### config.mk
export PLATFORM = sky130hd
export DESIGN_NAME = axi4_read_data_channel
export DESIGN_NICKNAME = d
export VERILOG_FILES = /design/src/rtl/axi4_read_data_channel.sv
export SDC_FILE = /design/constraint.sdc
export NUM_CORES = 1
export LEC_CHECK = 0
export CORE_UTILIZATION = 40
export CTS_CLUSTER_DIAMETER = 30
export DETAILED_ROUTE_END_ITERATION = 12
export GPL_TIMING_DRIVEN = 0
export PLACE_DENSITY = 0.76
export SLEW_MARGIN = 15
export SYNTH_ARGS = -nofsm -noshare
export SYNTH_HDL_FRONTEND = slang
export SYNTH_SLANG_ARGS = --single-unit
### constraint.sdc
create_clock -name ACLK -period 3.35 [get_ports ACLK]
set_clock_uncertainty 0.05 [all_clocks]
set_input_delay 0.67 -clock ACLK [delete_from_list [all_inputs] [get_ports ACLK]]
set_output_delay 0.67 -clock ACLK [all_outputs]
set_load 0.02 [all_outputs]
### src/rtl/axi4_read_data_channel.sv
// AXI4-Lite master read data (R) channel: armed by the AR channel completion pulse,
// accepts one beat, and reports data/status or aborts after a configurable timeout.
module axi4_read_data_channel #(
  parameter int DATA_WIDTH     = 32,
  parameter int TIMEOUT_CYCLES = 256
) (
  input  logic                  ACLK,
  input  logic                  ARESETN,
  input  logic                  STARTRD,
  input  logic [DATA_WIDTH-1:0] RDATA,
  input  logic [1:0]            RRESP,
  input  logic                  RVALID,
  output logic                  RREADY,
  output logic [DATA_WIDTH-1:0] rd_data,
  output logic [1:0]            rd_resp,
  output logic                  rd_err,
  output logic                  rd_timeout,
  output logic                  r_IDLE,
  output logic                  r_DONE
);

  // A zero-width counter is not legal, so a disabled timeout still keeps one (idle) bit.
  localparam int CW = (TIMEOUT_CYCLES == 0) ? 1 : $clog2(TIMEOUT_CYCLES + 1);
  localparam bit TIMEOUT_EN = (TIMEOUT_CYCLES != 0);
  localparam logic [CW-1:0] CNT_LAST = CW'((TIMEOUT_CYCLES == 0) ? 0 : TIMEOUT_CYCLES - 1);
  localparam logic [CW-1:0] CNT_MAX  = {CW{1'b1}};

  typedef enum logic [1:0] {
    IDLE = 2'd0,
    WAIT = 2'd1,
    DONE = 2'd2
  } state_t;

  state_t                  state_reg, state_next;
  logic                    rready_reg, rready_next;
  logic                    r_idle_reg, r_idle_next;
  logic                    r_done_reg, r_done_next;
  logic [DATA_WIDTH-1:0]   rd_data_reg, rd_data_next;
  logic [1:0]              rd_resp_reg, rd_resp_next;
  logic                    rd_err_reg, rd_err_next;
  logic                    rd_timeout_reg, rd_timeout_next;
  logic [CW-1:0]           cnt_reg, cnt_next;
  logic                    handshake;

  assign handshake = RVALID && rready_reg;

  always_ff @(posedge ACLK or negedge ARESETN) begin
    if (!ARESETN) begin
      state_reg      <= IDLE;
      rready_reg     <= 1'b0;
      r_idle_reg     <= 1'b1;
      r_done_reg     <= 1'b0;
      rd_data_reg    <= '0;
      rd_resp_reg    <= 2'b00;
      rd_err_reg     <= 1'b0;
      rd_timeout_reg <= 1'b0;
      cnt_reg        <= '0;
    end else begin
      state_reg      <= state_next;
      rready_reg     <= rready_next;
      r_idle_reg     <= r_idle_next;
      r_done_reg     <= r_done_next;
      rd_data_reg    <= rd_data_next;
      rd_resp_reg    <= rd_resp_next;
      rd_err_reg     <= rd_err_next;
      rd_timeout_reg <= rd_timeout_next;
      cnt_reg        <= cnt_next;
    end
  end

  always_comb begin
    state_next      = state_reg;
    rready_next     = rready_reg;
    r_idle_next     = r_idle_reg;
    r_done_next     = r_done_reg;
    rd_data_next    = rd_data_reg;
    rd_resp_next    = rd_resp_reg;
    rd_err_next     = rd_err_reg;
    rd_timeout_next = rd_timeout_reg;
    cnt_next        = cnt_reg;

    case (state_reg)
      IDLE: begin
        if (STARTRD) begin
          state_next      = WAIT;
          rready_next     = 1'b1;
          r_idle_next     = 1'b0;
          rd_timeout_next = 1'b0;
          cnt_next        = '0;
        end
      end
      WAIT: begin
        // The handshake is checked first so a beat landing on the threshold edge wins.
        if (handshake) begin
          state_next   = DONE;
          rready_next  = 1'b0;
          r_done_next  = 1'b1;
          rd_data_next = RDATA;
          rd_resp_next = RRESP;
          rd_err_next  = RRESP[1];
        end else if (TIMEOUT_EN && (cnt_reg == CNT_LAST)) begin
          state_next      = DONE;
          rready_next     = 1'b0;
          r_done_next     = 1'b1;
          rd_timeout_next = 1'b1;
        end else if (TIMEOUT_EN && (cnt_reg != CNT_MAX)) begin
          cnt_next = cnt_reg + 1'b1;
        end
      end
      DONE: begin
        state_next  = IDLE;
        r_done_next = 1'b0;
        r_idle_next = 1'b1;
      end
      default: begin
        state_next  = IDLE;
        rready_next = 1'b0;
        r_idle_next = 1'b1;
        r_done_next = 1'b0;
      end
    endcase
  end

  assign RREADY     = rready_reg;
  assign r_IDLE     = r_idle_reg;
  assign r_DONE     = r_done_reg;
  assign rd_data    = rd_data_reg;
  assign rd_resp    = rd_resp_reg;
  assign rd_err     = rd_err_reg;
  assign rd_timeout = rd_timeout_reg;

endmodule

==> results of run 1 <==
-- synthesized netlist by cell type (all sizes together) (2+ instances only) --
cell    count
a21oi       7
nor2        4
mux2       34
dfrtp      48
buf         5
or3         3
ha          3
nand4b      2
inv         6
nand2      11
nand3       2
o211ai      2
a21o        2
and3        3
o21ai      12
a31oi       2
-- power breakdown --
| part | internal, mW | leakage [nW] | switching [mW] |
|---|---|---|---|
| Combinational | 0.674 | 0.644 | 0.634 |
| Clock | 0.163 | 0.0433 | 0.188 |
| Sequential | 0.848 | 0.598 | 0.143 |
| Total | 1.69 | 1.29 | 0.965 |
-- per-stage QoR --
stage,hold slack [ps],worst slack (ps)
floorplan,324.4,1261
finish,306.3,988.7
global route,350.5,843.3
global placement,410.5,161.4
CTS,325.3,962.0
detailed placement,409.5,993.5
-- cell families (layout without fill, tap and decap cells) --
| group | count (synthesis) | in the layout | synth area share |
|---|---|---|---|
| DFF | 49 | 49 | 0.5967 |
| muxes | 34 | 34 | 0.1861 |
| and+or+nand+nor | 30 | 30 | 0.09125 |
| AOI/OAI and AO/OA | 28 | 28 | 0.08211 |
| buffers and inverters | 11 | 95 | 0.02554 |
| adders and majority gates | 3 | 3 | 0.01825 |
-- layout make-up --
class,count,area share
plain buffers,5,0.009988
clock buffers,6,0.02747
clock inverters,1,0.002497
inverters,6,0.007491
multi-input cells,95,0.2584
flip-flops and latches,49,0.4082
well taps,67,0.02788
repair buffers,77,0.2580
-- worst max-delay path, cell delays in order, from the launching register on --
cell	delay, ps
dfrtp_1	440
ha_1	270
and3_1	170
and3_1	210
ha_1	280
nor3b_4	240
nand2_1	170
or3_1	370
o21ai_1	80
-- worst paths after layout --
kind | start | to | depth (start not counted)
max in group asynchronous | ARESETN | cnt_reg[4] | 2
hold reg to reg | r_IDLE | r_IDLE | 2
min in group ACLK | r_IDLE | r_IDLE | 2
setup / recovery | cnt_reg[0] | cnt_reg[7] | 8
setup reg to reg | cnt_reg[0] | cnt_reg[7] | 8
hold / removal | ARESETN | rd_data[17] | 1
-- cells in the final DEF (no fill, tap or decap) --
cell              n
clkdlybuf4s50_1  75
or3_1             3
nand3_2           1
ha_1              3
clkbuf_8          6
or4_1             1
nor3b_4           1
nand3_1           1
and2_1            1
o211ai_1          1
nand4b_1          1
nor2_1            4
dfrtp_1          48
a21oi_1           7
mux2_1           30
and3_2            1
a21o_1            2
and3_1            2
o21ai_1           5
o41ai_1           1
mux2_2            4
nand2_1          11
buf_4             2
a31oi_1           2
a22o_1            1
o21ai_0           7
nand2b_1          1
clkinvlp_4        1
nand4b_4          1
dfstp_2           1
inv_1             6
nor2b_1           1
buf_2             4
o211ai_2          1
o2bb2ai_1         1
buf_12            1
-- layer usage --
| layer | share of wire | global-route usage | vias up | wire [um] |
|---|---|---|---|---|
| met4 | 0.019 | 0.08761 | 0 | 78 |
| li1 | - | - | 714 | - |
| met5 | 0 | 0 | - | 0 |
| met2 | 0.49 | 0.2742 | 45 | 2022 |
| met3 | 0.052 | 0.04252 | 8 | 216 |
| met1 | 0.44 | 0.2081 | 717 | 1806 |
==> results.yml, run 1 <==
floorplan:
  initial_core_util: 0.4243
  ios: 77
  die-width_um: 73.71
  core_area_sq_um: 4848
  dieArea_sq_um: 5433
  die_h_um: 73.71
  floorplan.rows: 25
detailed_routing:
  dr_total_vias: 1484
  drc: 0
  vias_per_cell: 4.850
  post_drt_wl_per_cell_um: 13.47
  drt_pass1_iterations: 4
  antenna_left: 0
  drtIter0Drc: 24
  routed_wl_mm: 4.123
final_layout:
  ff_latch_area_sq_um: 1227
  area_growth_pct: 46.17
  drive_above_1_share: 0.1004
  multiInputGateArea_sq_um: 777.0
  antennaDiodeCount: 0
  n_fill_cell: 413
  finalNetCount: 280
  design_area_sq_um: 3007
  utilization: 0.6201
  instances_no_fill: 306
  largest_register_ffs: 32
critical_path:
  crit_fanout: 5
  path_class: "flop to flop"
  end_kind: "flop"
  ff2ff_setup_slack_ps: 990
  start_kind: "flop"
  required_ps: 3530
  worstPathArrival_ps: 2540
power:
  leakagePower_nw: 1.286
  peakVddDrop_mv: 0.4616
  finalPower_mw: 2.650
  power_density_nw_per_um2: 881.5
yosys:
  yosysWarnings: 0
  syn_area_sq_um: 2057
  syn_nets: 196
  synth.avg_cell_area_sq_um: 13.27
  ys_types: 32
  yosys.area.top_type_share: 0.5839
  yosysSeqAreaShare: 0.5967
  synth_ff_type: "dfrtp_1"
  async_reset_ff_frac: 1.000
  synth_edf_count: 0
  synth_seq_cells: 49
  synth_area_leaders: "dfrtp_1 58%, mux2_1 16%, mux2_2 2.2%"
  syn_inst: 155
  synth_top_cell_by_area: "dfrtp_1"
placed_design:
  place.gp.congestion: 0.8098
  portBuffers: 76
  dp.cells: 299
  hpwlAfterDp_mm: 3.088
  post_dp_cell_area_sq_um: 2917
clocking:
  cts_setup_buffers: 0
  cts_resized: 0
  cts_tree: "built"
  postCtsHoldBufs: 0
  insertion_delay_ps: 300
  root_buffer: "clkbuf_8"
  cts_buffer_depth: 2
  htree_levels: 2
  clkTransAtPathRegs_ps: 90
  cts_sinks: 49
  cts_inserted_buffers: 5
sta:
  clock.fmax_ghz: 0.4235
  hold_viol: 0
  report.final.slew_viol_count: 0
  tns_ps: 0
  min_period_over_period: 0.7049
  period_needed_ps: 2361
  rsz0062_at_grt: "false"
  maxSlewHeadroom: 0.6113
  worst_pin_slew_ps: 583.0
  report.final.setup_viol: 0
global_routing:
  grt_max_degree: 26
  first_global_vias: 1554
  grt_overflow_total: 0
  grt_first_pass_wirelength_mm: 6.941
  gr-usage-all-layers: 0.1692
  antenna_found_initial: 0
run:
  maxCapViolations: 0
min_path:
  hp-class: "input port to async pin"
run_status:
  status: "complete, no violations"
Note: power is estimated with default switching activity, not from simulation.
==> run 2, diff against run 1 <==
==> constraint.sdc (replaced) <==
create_clock -name ACLK -period 2.3 [get_ports ACLK]
set_clock_uncertainty 0.05 [all_clocks]
set_input_delay 0.46 -clock ACLK [delete_from_list [all_inputs] [get_ports ACLK]]
set_output_delay 0.46 -clock ACLK [all_outputs]
set_load 0.02 [all_outputs]
==> run 2 against run 1 <==
  * Worst hold slack worse by 210 ps
  * Sequential power is 45% higher
  * Non-clock buffer count is 6 higher
==> results.yml, run 2 (synthesis results as in run 1) <==
floorplan:
  core_area_sq_um: 4848
  floorplan.rows: 25
  initial_core_util: 0.4243
  dieArea_sq_um: 5433
  die-width_um: 73.71
  ios: 77
  die_h_um: 73.71
power:
  peakVddDrop_mv: 0.6742
  finalPower_mw: 3.921
  power_density_nw_per_um2: 1269
  leakagePower_nw: 1.307
global_routing:
  grt_first_pass_wirelength_mm: 6.962
  antenna_found_initial: 0
  first_global_vias: 1555
  grt_overflow_total: 0
  grt_max_degree: 26
  gr-usage-all-layers: 0.1695
placed_design:
  portBuffers: 76
  hpwlAfterDp_mm: 3.088
  place.gp.congestion: 0.8098
  dp.cells: 299
  post_dp_cell_area_sq_um: 2917
critical_path:
  r2r-start: "cnt_reg[0]"
  end_kind: "flop"
  ff2ff_setup_slack_ps: 80
  start_kind: "flop"
  required_ps: 2480
  crit_fanout: 5
  reg2reg_to: "cnt_reg[7]"
  crit_start: "cnt_reg[0]"
  path_class: "flop to flop"
  r2r_cells: 8
  worstPathArrival_ps: 2400
min_path:
  hp-class: "input port to async pin"
final_layout:
  area_growth_pct: 50.18
  n_fill_cell: 402
  ff_latch_area_sq_um: 1227
  antennaDiodeCount: 0
  layout_common_cells: "75 x clkdlybuf4s50_1, 48 x dfrtp_1, 30 x mux2_1, 10 x nand2_1, 8 x buf_4"
  drive_above_1_share: 0.1429
  instances_no_fill: 312
  multiInputGateArea_sq_um: 814.5
  final_common_cell: "clkdlybuf4s50_1"
  finalNetCount: 286
  largest_register_ffs: 32
  design_area_sq_um: 3089
detailed_routing:
  post_drt_wl_per_cell_um: 13.58
  antenna_left: 0
  routed_wl_mm: 4.237
  vias_per_cell: 4.814
  drtIter0Drc: 28
  dr_total_vias: 1502
  drt_pass1_iterations: 4
  drc: 0
clocking:
  cts_inserted_buffers: 5
  htree_levels: 2
  insertion_delay_ps: 300
  root_buffer: "clkbuf_8"
  cts_sinks: 49
  cts_buffer_depth: 2
  clkTransAtPathRegs_ps: 90
  cts_tree: "built"
sta:
  tns_ps: 0
  hold_viol: 0
  clock.fmax_ghz: 0.4512
  period_needed_ps: 2216
  min_period_over_period: 0.9636
  report.final.slew_viol_count: 0
  worst_pin_slew_ps: 586.4
  report.final.setup_viol: 0
  maxSlewHeadroom: 0.6091
run_status:
  status: "complete, no violations"
run:
  maxCapViolations: 0
run 2: cell types whose count changed in the layout (fill, tap and decap cells not counted), sizes merged:
cell | previous run | this run
buf | 7 | 13
run 2: worst max path at each step:
stage | end | cells after the start
2_1_floorplan | cnt_reg[3] | 8
3_3_place_gp | rd_data[6] | 1
3_5_place_dp | cnt_reg[7] | 8
4_1_cts | cnt_reg[7] | 8
5_1_grt | cnt_reg[7] | 8
6_report | cnt_reg[7] | 8
run 2: per-layer routing:
| metal | global-route usage | vias to the layer above | wire length, um |
|---|---|---|---|
| met1 | 0.2090 | 724 | 1865 |
| met4 | 0.08761 | 0 | 84 |
| met5 | 0 | - | 0 |
| met2 | 0.2742 | 45 | 2067 |
| met3 | 0.04252 | 8 | 220 |
| li1 | - | 725 | - |
run 2: per-stage QoR:
stage	setup WS, ps	utilization	hold slack (ps)
after CTS	13.27	0.6212	115.3
final	83.63	0.6372	95.85
after global placement	-678.6	0.5985	410.5
after floorplan	211.3	-	114.4
after global routing	-19.55	0.6372	140.5
after detailed placement	-56.49	0.6015	409.5
run 2: area by class of cell:
class | instances | share of cell area
flip-flops and latches | 49 | 0.3973
repair buffers | 83 | 0.2657
multi-input cells | 95 | 0.2637
well taps | 67 | 0.02714
clock buffers | 6 | 0.02673
plain buffers | 5 | 0.009721
inverters | 6 | 0.007290
clock inverters | 1 | 0.002430
run 2: worst max-delay path: stages (launching register included):
cell and delay (ps):
dfrtp_1 440, ha_2 240, and3_1 170, and3_4 200, ha_2 200, nor3b_4 290
nand2_2 130, or3_1 350, o21ai_1 80
run 2: what timing repair did:
item,CTS,global route
gates resized for setup,2,6
hold buffers,0,0
setup buffers,0,6
endpoints found under the hold margin,0,0
pin swaps,1,1
setup endpoints to repair,2,7
gates cloned,0,0
run 2: report_power, final:
part / internal, mW / total (mW) / switching (mW)
Clock: 0.238 / 0.512 / 0.274
Sequential: 1.23 / 1.44 / 0.210
Combinational: 1.02 / 1.97 / 0.944
Total: 2.49 / 3.92 / 1.43
